==> config.mk <==
export PLATFORM = sky130hd
export DESIGN_NAME = vedic_mult_seq
export DESIGN_NICKNAME = d
export VERILOG_FILES = /design/src/rtl/vedic_pkg.sv /design/src/rtl/hex_seg_scan.sv /design/src/rtl/vedic_mult_seq.sv
export SDC_FILE = /design/constraint.sdc
export NUM_CORES = 1
export LEC_CHECK = 0
export BUFFER_PORTS_ARGS = -buffer_cell sky130_fd_sc_hd__buf_2
export CAP_MARGIN = 10
export CORE_MARGIN = 2
export CORE_UTILIZATION = 47
export DETAILED_ROUTE_END_ITERATION = 10
export PLACE_DENSITY = 0.73
export SLEW_MARGIN = 20
export SYNTH_ARGS = -nofsm -noshare
export SYNTH_HDL_FRONTEND = slang
export SYNTH_HIERARCHICAL = 1
export SYNTH_SLANG_ARGS = --single-unit
==> constraint.sdc <==
create_clock -name clk -period 3.6 [get_ports clk]
set_input_delay 0.18 -clock clk [delete_from_list [all_inputs] [get_ports clk]]
set_output_delay 0.18 -clock clk [all_outputs]
set_load 0.01 [all_outputs]
==> src/rtl/vedic_pkg.sv <==
// Shared types and constants for the radix-4 sequential Vedic multiplier and its hex display.
// Latency: n/a (declarations only).
// Backpressure: n/a.
//
// Contents:
//   state_t   - multiplier control states
//   DIGITS    - number of seven-segment digits on the board
//   HEX_SEG   - active-low {dp,g,f,e,d,c,b,a} patterns for 0-F, dp off
//   hex_to_seg- nibble to segment lookup
package vedic_pkg;

  typedef enum logic {
    IDLE = 1'b0,
    CALC = 1'b1
  } state_t;

  localparam int DIGITS = 4;

  localparam logic [7:0] HEX_SEG [16] = '{
    8'hC0, 8'hF9, 8'hA4, 8'hB0,   // 0 1 2 3
    8'h99, 8'h92, 8'h82, 8'hF8,   // 4 5 6 7
    8'h80, 8'h90, 8'h88, 8'h83,   // 8 9 A b
    8'hC6, 8'hA1, 8'h86, 8'h8E    // C d E F
  };

  function automatic logic [7:0] hex_to_seg(input logic [3:0] nib);
    return HEX_SEG[nib];
  endfunction

endpackage

==> src/rtl/hex_seg_scan.sv <==
// Time-multiplexed 4-digit hex display driver for a 16-bit value.
// Latency: segments/anodes are registered, one cycle behind value and the refresh counter.
// Backpressure: none; free-running scan, value is sampled every cycle.
//
// Ports:
//   clk, rst        - rising-edge clock, synchronous active-high reset
//   value[15:0]     - nibble k is shown on digit k
//   segments[7:0]   - active-low {dp,g,f,e,d,c,b,a}, dp always off
//   anodes[3:0]     - active-low one-hot digit select
module hex_seg_scan
  import vedic_pkg::*;
#(
  parameter int REFRESH_DIV = 16
) (
  input  logic        clk,
  input  logic        rst,
  input  logic [15:0] value,
  output logic [7:0]  segments,
  output logic [3:0]  anodes
);

  logic [REFRESH_DIV-1:0] cnt_q, cnt_d;
  logic [7:0]             seg_q, seg_d;
  logic [3:0]             an_q,  an_d;
  logic [1:0]             digit;
  logic [3:0]             nib;

  always_comb begin
    cnt_d = cnt_q + REFRESH_DIV'(1);
    // Top two counter bits pick the digit, so each digit is lit for
    // 2^(REFRESH_DIV-2) cycles before moving on.
    digit = cnt_q[REFRESH_DIV-1 -: 2];
    nib   = value[{digit, 2'b00} +: 4];
    seg_d = hex_to_seg(nib);
    an_d  = ~(4'b0001 << digit);
  end

  always_ff @(posedge clk) begin
    if (rst) begin
      cnt_q <= '0;
      seg_q <= HEX_SEG[0];
      an_q  <= 4'b1110;
    end else begin
      cnt_q <= cnt_d;
      seg_q <= seg_d;
      an_q  <= an_d;
    end
  end

  assign segments = seg_q;
  assign anodes   = an_q;

endmodule

==> src/rtl/vedic_mult_seq.sv <==
// W x W unsigned radix-4 sequential multiplier built from 2-bit Vedic partial products.
// Latency: start accepted at cycle T, done pulses with the product at T+W/2+1.
// Backpressure: none; start is ignored while busy, accepted in IDLE (including the done cycle).
//
// Ports:
//   clk, rst          - rising-edge clock, synchronous active-high reset
//   start, a, b       - operation request and operands, captured when accepted
//   busy              - high while iterating
//   done              - one-cycle pulse, product valid
//   product[2W-1:0]   - registered result, held until the next completion
//   segments, anodes  - hex display of product[15:0] when HEX_DISPLAY_EN is defined,
//                       otherwise tied off (all high)
module vedic_mult_seq
  import vedic_pkg::*;
#(
  parameter int W           = 8,
  parameter int REFRESH_DIV = 16
) (
  input  logic           clk,
  input  logic           rst,
  input  logic           start,
  input  logic [W-1:0]   a,
  input  logic [W-1:0]   b,
  output logic           busy,
  output logic           done,
  output logic [2*W-1:0] product,
  output logic [7:0]     segments,
  output logic [3:0]     anodes
);

  localparam int PW    = 2 * W;
  localparam int STEPS = W / 2;
  localparam int CNT_W = (STEPS > 1) ? $clog2(STEPS) : 1;
  localparam logic [CNT_W-1:0] LAST_STEP = CNT_W'(STEPS - 1);

  if ((W < 2) || ((W % 2) != 0) || (REFRESH_DIV < 2)) begin : g_bad_param
    $error("vedic_mult_seq: W must be even and >= 2, REFRESH_DIV >= 2");
  end

  state_t            state_q, state_d;
  logic [PW-1:0]     a_q, a_d;         // multiplicand, pre-shifted by 2i
  logic [W-1:0]      b_q, b_d;         // multiplier, shifted so bits [1:0] are the current digit
  logic [PW-1:0]     acc_q, acc_d;
  logic [CNT_W-1:0]  cnt_q, cnt_d;
  logic [PW-1:0]     product_q, product_d;
  logic              done_q, done_d;
  logic [PW-1:0]     pp;

  // 2-bit Vedic cross product: vertical term a*b0 plus crosswise term a*b1
  // shifted one place. Since a_q already carries the 2i alignment, the sum
  // is the shifted partial product directly.
  always_comb begin
    pp = (b_q[0] ? a_q : '0) + (b_q[1] ? (a_q << 1) : '0);
  end

  always_comb begin
    state_d   = state_q;
    a_d       = a_q;
    b_d       = b_q;
    acc_d     = acc_q;
    cnt_d     = cnt_q;
    product_d = product_q;
    done_d    = 1'b0;

    case (state_q)
      IDLE: begin
        if (start) begin
          a_d     = PW'(a);
          b_d     = b;
          acc_d   = '0;
          cnt_d   = '0;
          state_d = CALC;
        end
      end
      CALC: begin
        acc_d = acc_q + pp;
        a_d   = a_q << 2;
        b_d   = b_q >> 2;
        cnt_d = cnt_q + CNT_W'(1);
        if (cnt_q == LAST_STEP) begin
          // Final digit: publish the sum straight from this step's adder so
          // done lands one cycle after the last CALC cycle.
          product_d = acc_q + pp;
          done_d    = 1'b1;
          cnt_d     = '0;
          state_d   = IDLE;
        end
      end
      default: state_d = IDLE;
    endcase
  end

  always_ff @(posedge clk) begin
    if (rst) begin
      state_q   <= IDLE;
      a_q       <= '0;
      b_q       <= '0;
      acc_q     <= '0;
      cnt_q     <= '0;
      product_q <= '0;
      done_q    <= 1'b0;
    end else begin
      state_q   <= state_d;
      a_q       <= a_d;
      b_q       <= b_d;
      acc_q     <= acc_d;
      cnt_q     <= cnt_d;
      product_q <= product_d;
      done_q    <= done_d;
    end
  end

  assign busy    = (state_q == CALC);
  assign done    = done_q;
  assign product = product_q;

`ifdef HEX_DISPLAY_EN
  logic [15:0] disp_value;

  // Only the low 16 product bits fit on four digits; narrow products are
  // zero-extended so the unused upper digits read 0.
  if (PW >= 16) begin : g_disp_wide
    assign disp_value = product_q[15:0];
  end else begin : g_disp_narrow
    assign disp_value = {{(16 - PW){1'b0}}, product_q};
  end

  hex_seg_scan #(
    .REFRESH_DIV (REFRESH_DIV)
  ) u_hex_seg_scan (
    .clk      (clk),
    .rst      (rst),
    .value    (disp_value),
    .segments (segments),
    .anodes   (anodes)
  );
`else
  assign segments = 8'hFF;
  assign anodes   = 4'hF;
`endif

endmodule

==> run metrics, run 1 <==
Ys Warns=6; PD cells=between 300 and 400 nW/µm²; Commonest cells post-synth=dfxtp_1, nor2_1, a21oi_1, nand2_1, and2_1; I/O pin count=49; number of remaining DRC errors=0; endpoints failing setup=0; Switching Share=between 20% and 30%; grt ovf=0; DR pass1 iterations=4; initial core utilization=around 49%; Int Power=roughly 1000 µW; antenna-violating nets left=0; Hold Path Cell Cnt=3; Placed Instances=522; vias in the first global route=around 2.5k; reg2reg start=b_q[0]$_SDFFE_PP0P_; hpwl dp=between 5000 and 6000 µm; Slew @ Worst Pin=approximately 0.97 ns; Avg WL per Cell=between 10 and 15 µm; CTS tree=built; HP Start=a[0]; largest net degree at the start of global routing=56; register share of total power=48.8%; Worst EP required=between 3 and 4 ns; Inserted Diodes=0; max-cap violations=0; crit path time final=between 3 and 4 ns; Crit. End Element=register; EDFF count, synth=0; initial antenna violation count=0; synthesized flop and latch total=60; WS Path Type=reg -> reg; drt initial violations=around 110; final max-slew violation count=0; Clock transition at path regs=~0.080 ns; total negative slack=0 ns; vias per cell=5.17; skew final=about 0.010 ns; cts hold-fix bufs=0; Reg2Reg Depth=11; Critical Path Start Type=register; max_slew headroom=35.5%; Cells after Synth=410; # fillers=730; Synth async-reset ratio=0%; Die Wd=around 90 µm; Area Overhead vs Synth=10.6%; # H-tree levels=3; WHS Endpoint=a_q[0]$_SDFFE_PP0P_; post-synth cell types=50; share of layout cells above drive strength 1=between 10% and 20%; Hold Vio Cnt, Final=0; period utilization=between 90 and 100%; CTS buffer count=9; clock share of power=between 40% and 50%; # port buffers=36; post-synthesis cell area=between 3000 and 4000 µm²; switching pwr=between 300 and 400 µW; hold_ws=0.124 ns; row count=31; Die ar.=8270 µm²; Worst EP arrival=around 3.5 ns; Synth top area share=between 30% and 40%; vias=around 2.8k; Top FF cell, synth=dfxtp_1; r2r setup slk=~0.27 ns; first-pass GRT wire length=between 10000 and 15000 µm; sequential element share of the synthesized area=33.8%; dominant cell type by area after synthesis=dfxtp_1; Clk Latency, worst-skew pair=~0.34 ns; chip height=just over 90 µm; R2R Path End=product[13]$_SDFFE_PP0P_; DRT Wirelength=between 7000 and 8000 µm; Max Clk Rate=0.300 GHz; core area=7290 µm²; synth top area cells=dfxtp_1, fa_1, a21oi_1; CP Max Fanout=17; Max Buffers Root-to-Sink=2; GR Util All Layers=between 10% and 20%; total power draw=1430 µW; RSZ-0062 raised after global routing=false; cell with the most instances after synthesis=dfxtp_1; Placer Congestion=between 0.8 and 0.9; outcome=finished clean; nets@finish=around 480; post-CTS setup buffers=0; Clock Sinks=60; Resize count post-CTS=0; Synth Area per Inst=8.67 µm²; IR drop worst, VDD=between 150 and 200 µV; Comb power frac=7.9%; Post-Layout Cell Count=~540; worst hold path class=in -> reg; root buffer cell=clkbuf_8; Static Leak=~0.0018 µW
==> how the worst max path moves through the flow <==
stage | from | endpoint | cells after the start
final | b_q[0]$_SDFFE_PP0P_ | product[13]$_SDFFE_PP0P_ | 11
after CTS | b_q[0]$_SDFFE_PP0P_ | product[13]$_SDFFE_PP0P_ | 11
after global placement | b_q[0]$_SDFFE_PP0P_ | product[13]$_SDFFE_PP0P_ | 11
after detailed placement | b_q[0]$_SDFFE_PP0P_ | product[13]$_SDFFE_PP0P_ | 11
after floorplan | b_q[0]$_SDFFE_PP0P_ | acc_q[9]$_SDFFE_PP0P_ | 11
after global routing | b_q[0]$_SDFFE_PP0P_ | product[13]$_SDFFE_PP0P_ | 11
==> metal layers <==
layer	vias to the layer above	global-route usage, %	share of wire, %
li1	1431	-	-
met3	9	3.73	5.4
met4	0	7.95	1.5
met1	1274	26.8	50
met2	65	27.0	44
met5	-	0	0
==> registers in the layout, indices dropped and copies added, names as in the netlist <==
| register | cells |
|---|---|
| product | 16 |
| done | 1 |
| a_q | 16 |
| acc_q | 16 |
| busy | 1 |
| cnt_q | 2 |
| b_q | 8 |
==> power by group through the flow <==
stage          clock, µW  sequential, µW  combinational (µW)
3_5_place_dp           0             713                 113
3_3_place_gp           0             712                 110
5_1_grt              662             701                 128
6_report             620             698                 113
2_1_floorplan          0             704                 100
4_1_cts              630             698                 113
==> cells in the final DEF (no fill, tap or decap), types with 2 or more instances in the layout <==
cell type	synthesis	layout
nand2_1	37	37
xnor2_1	11	11
nand3_1	2	2
buf_4	12	2
nor3b_1	18	18
inv_1	7	7
o211ai_2	2	2
mux2i_1	16	16
nor2_1	50	50
o21ai_1	2	2
ha_1	16	16
buf_2	3	36
conb_1	1	12
a21oi_1	48	48
clkbuf_8	0	9
clkinvlp_4	0	3
nand2b_1	3	3
a22o_1	4	4
xor2_1	2	2
a21oi_2	2	2
and2_1	30	30
fa_1	15	15
nor2b_1	2	2
nor3_1	8	8
o21ai_0	8	8
a21o_1	6	6
dfxtp_1	60	59
a32o_1	2	2
==> through the flow <==
| step | worst slack (ns) | utilization, % | cell area [µm²] |
|---|---|---|---|
| global route | 0.0654 | 53.9 | 3930 |
| global placement | 0.382 | 51.2 | 3730 |
| CTS | 0.267 | 53.9 | 3930 |
| detailed placement | 0.269 | 51.2 | 3730 |
| finish | 0.268 | 53.9 | 3930 |
| floorplan | 0.578 | - | 3590 |
==> cells by family after synthesis <==
family | share of synthesized area, %
compound gates | 16.1
fa+ha+maj | 14.1
simple gates | 22.3
mux | 4.51
xor+xnor | 3.20
flops | 33.8
other cells | 0.106
buf+inv | 5.92
==> worst max-delay path: stages (launching register included) <==
cell and delay [ns]:
dfxtp_1 0.56, nand2_1 0.13, fa_1 0.52, inv_1 0.05
ha_1 0.21, fa_1 0.40, a21o_1 0.22, a221oi_2 0.49
o211a_1 0.28, nor4_1 0.06, a21oi_1 0.15, a31oi_1 0.10
==> area by class of cell <==
class / count / area [µm²] / share of cell area (%)
multi-input cells: 318 / 2180 / 55.6
flip-flops and latches: 60 / 1200 / 30.6
repair buffers: 38 / 195 / 4.97
clock buffers: 9 / 124 / 3.15
well taps: 99 / 124 / 3.15
clock inverters: 7 / 75.1 / 1.91
inverters: 7 / 26.3 / 0.669
Note: power is estimated with default switching activity, not from simulation.
==> run 2, diff against run 1 <==
--- a/config.mk
+++ b/config.mk
@@ -5,6 +5,7 @@
 export SDC_FILE = /design/constraint.sdc
 export NUM_CORES = 1
 export LEC_CHECK = 0
+export ABC_AREA = 1
 export BUFFER_PORTS_ARGS = -buffer_cell sky130_fd_sc_hd__buf_2
 export CAP_MARGIN = 10
 export CORE_MARGIN = 2
==> run 2 against run 1 <==
Effect of this change: maximum frequency is 13% higher; clock skew shrank 0.0013 ns; worst hold slack got worse by 0.021 ns; routed wire length is 8.8% higher; non-clock buffer count stayed put; synthesized cell count up 34%; setup slack better by 0.39 ns; register-to-register slack gained 0.39 ns; clock power is 4.7% lower; critical path type unchanged; critical endpoint is now acc_q[7]$_SDFFE_PP0P_; largest cell class unchanged; largest power group unchanged.
==> run metrics, run 2 <==
outcome=finished clean (unchanged); main combinational cell family by area after synthesis=simple AND/OR/NAND/NOR gates (unchanged); reg2reg start=b_q[0]$_SDFFE_PP0P_ (unchanged); Die Wd=92.9 µm (was 91.0 µm); Resize count post-CTS=0 (unchanged); clock share of power=42.6% (was 43.4%); # port buffers=36 (unchanged); cts hold-fix bufs=0 (unchanged); antenna-violating nets left=0 (unchanged); initial core utilization=48.3% (was 48.7%); post-synth cell types=32 (was 50); initial antenna violation count=0 (unchanged); final max-slew violation count=0 (unchanged); most frequent cells in the layout=nand2_1, inv_1, dfxtp_1, nand3_1, buf_2 (was dfxtp_1, nor2_1, a21oi_1, nand2_1, buf_2); endpoints failing setup=0 (unchanged); crit path time final=2.95 ns (was 3.33 ns); chip height=92.9 µm (was 91.0 µm); Synth Area in Adders=13.5% (was 14.1%); hpwl dp=5870 µm (was 5250 µm); post-synthesis cell area=3710 µm² (was 3550 µm²); dominant cell type by area after synthesis=dfxtp_1 (unchanged); nets@finish=623 (was 484); HP Start=a[1] (was a[0]); Synth Area in Simple Gates=29.2% (was 22.3%); synthesized flop and latch total=60 (unchanged); row count=32 (was 31); Register Area=1200 µm² (about the same); Area Overhead vs Synth=9.83% (was 10.6%); start point of the critical path=b_q[0]$_SDFFE_PP0P_ (unchanged); EDFF count, synth=0 (unchanged); root buffer cell=clkbuf_8 (unchanged); Hold Path Cell Cnt=3 (unchanged); Synth top area share=32.3% (was 33.8%); Cells after Synth=548 (was 410); Top FF cell, synth=dfxtp_1 (unchanged); worst hold path class=in -> reg (unchanged); vias in the first global route=3023 (was 2542); # fillers=783 (was 730); Die ar.=8630 µm² (was 8270 µm²); drt initial violations=98 (was 113); IR drop worst, VDD=187 µV (was 199 µV); skew final=0.00903 ns (was 0.0104 ns); Reg2Reg Depth=12 (was 11); I/O pin count=49 (unchanged); hold_ws=0.102 ns (was 0.124 ns); first-pass GRT wire length=13900 µm (was 12300 µm); register share of total power=50.0% (was 48.8%); Synth async-reset ratio=0% (unchanged); Hold Vio Cnt, Final=0 (unchanged); commonest non-fill, non-tap cell in the layout=nand2_1 (was dfxtp_1); Final Util=53.1% (was 53.9%); r2r setup slk=0.65 ns (was 0.27 ns); Synth Area per Inst=6.78 µm² (was 8.67 µm²); CTS tree=built (unchanged); share of layout cells above drive strength 1=10.6% (was 15.3%); Commonest cells post-synth=nand2_1, inv_1, dfxtp_1, nand3_1, a21oi_1 (was dfxtp_1, nor2_1, a21oi_1, nand2_1, and2_1); Worst EP required=3.84 ns (was 3.78 ns); cell with the most instances after synthesis=nand2_1 (was dfxtp_1); max_slew headroom=40.7% (was 35.5%); Worst EP arrival=3.18 ns (was 3.52 ns); Clock transition at path regs=0.07 ns (was 0.08 ns); Avg WL per Cell=11.5 µm (was 13.4 µm); area taken by multi-input logic gates=2030 µm² (was 2180 µm²); switching pwr=347 µW (was 389 µW); post-CTS setup buffers=0 (unchanged); sequential element share of the synthesized area=32.3% (was 33.8%); Clock Sinks=60 (unchanged); Crit. End Element=register (unchanged); Max Buffers Root-to-Sink=2 (unchanged); max-cap violations=0 (unchanged); Switching Share=25.0% (was 27.2%); core area=7690 µm² (was 7290 µm²); post-synthesis mux area share=0% (was 4.51%); Clk Latency, worst-skew pair=0.34 ns (about the same); Placer Congestion=0.895 (was 0.873); Slew @ Worst Pin=0.886 ns (was 0.968 ns); GR Util All Layers=20.3% (was 18.6%); Static Leak=0.00231 µW (was 0.00179 µW); Max Clk Rate=0.339 GHz (was 0.300 GHz); Post-Layout Cell Count=679 (was 538); Synth Area in Compound Gates=9.06% (was 16.1%); grt ovf=0 (unchanged); vias=3266 (was 2779); WHS Endpoint=a_q[1]$_SDFFE_PP0P_ (was a_q[0]$_SDFFE_PP0P_); total power draw=1390 µW (was 1430 µW); vias per cell=4.81 (was 5.17); Comb power frac=7.4% (was 7.9%); WS Path Type=reg -> reg (unchanged); xor-xnor portion of the synthesized cell area=1.65% (was 3.20%); RSZ-0062 raised after global routing=false (unchanged); PD cells=340 nW/µm² (was 364 nW/µm²); synth top area cells=dfxtp_1, nand2_1, inv_1 (was dfxtp_1, fa_1, a21oi_1); CTS buffer count=9 (unchanged); # H-tree levels=3 (unchanged); R2R Path End=acc_q[7]$_SDFFE_PP0P_ (was product[13]$_SDFFE_PP0P_); number of remaining DRC errors=0 (unchanged); total negative slack=0 ns (unchanged); Critical Path Start Type=register (unchanged); Placed Instances=664 (was 522); DR pass1 iterations=5 (was 4); Int Power=1040 µW (about the same); DRT Wirelength=7840 µm (was 7210 µm); CP Max Fanout=18 (was 17); largest net degree at the start of global routing=38 (was 56); Ys Warns=6 (unchanged); Inserted Diodes=0 (unchanged); period utilization=81.9% (was 92.6%)
run 2: changes by cell type after synthesis, sizes merged, moves of 16 or more:
cell | before | now
nor3b | 18 | 0
nand3 | 3 | 41
inv | 7 | 88
mux2i | 16 | 0
nor2 | 50 | 21
nand2 | 37 | 195
and2 | 30 | 1
run 2: critical path, cell delays in order, from the launching register on:
cell and delay (ns):
dfxtp_1 0.69, nand2_1 0.15, fa_1 0.53, inv_1 0.04, ha_1 0.23, fa_1 0.42, nand2_2 0.11, nand2_1 0.06
nand3_1 0.07, nand2_1 0.11, xnor2_1 0.18, nor2_1 0.06, o21a_1 0.18
run 2: how the worst max path moves through the flow:
stage	cells after the start	slack (ns)	to
after floorplan	14	0.85	acc_q[7]$_SDFFE_PP0P_
after global placement	12	0.77	acc_q[7]$_SDFFE_PP0P_
after detailed placement	12	0.65	acc_q[7]$_SDFFE_PP0P_
after CTS	12	0.64	acc_q[7]$_SDFFE_PP0P_
after global routing	12	0.44	acc_q[7]$_SDFFE_PP0P_
final	12	0.65	acc_q[7]$_SDFFE_PP0P_
run 2: layout make-up:
type / count / area share, %
Tap cell: 102 / 3.13
Sequential cell: 60 / 29.4
Multi-Input combinational cell: 375 / 49.8
Clock buffer: 10 / 3.37
Inverter: 89 / 8.19
Clock inverter: 5 / 1.29
Timing Repair Buffer: 38 / 4.78
run 2: cells by family (layout without fill, tap and decap cells):
family,count (synthesis),after routing
XOR/XNOR,7,7
adder cells (fa/ha/maj),31,31
flip-flops,60,60
AND/OR/NAND/NOR,267,267
buffers and inverters,124,142
other,1,12
AO/OA/AOI/OAI,58,58
run 2: through the flow:
| stage | instance area, µm² | worst slack [ns] |
|---|---|---|
| floorplan | 3760 | 0.845 |
| global placement | 3890 | 0.767 |
| detailed placement | 3890 | 0.650 |
| CTS | 4080 | 0.640 |
| global route | 4080 | 0.444 |
| finish | 4080 | 0.653 |
run 2: power groups by stage:
stage	logic [µW]	registers, µW	clock network [µW]
4_1_cts	104	694	607
5_1_grt	118	696	634
3_3_place_gp	102	707	0
3_5_place_dp	103	708	0
2_1_floorplan	92.6	700	0
6_report	103	694	591
run 2: layer usage:
| layer | GRT usage (%) | up-vias | part of all wire (%) |
|---|---|---|---|
| met5 | 0 | - | 0 |
| met4 | 8.70 | 0 | 2.0 |
| met3 | 4.39 | 12 | 5.3 |
| met2 | 31.6 | 98 | 44 |
| met1 | 27.1 | 1448 | 49 |
| li1 | - | 1708 | - |
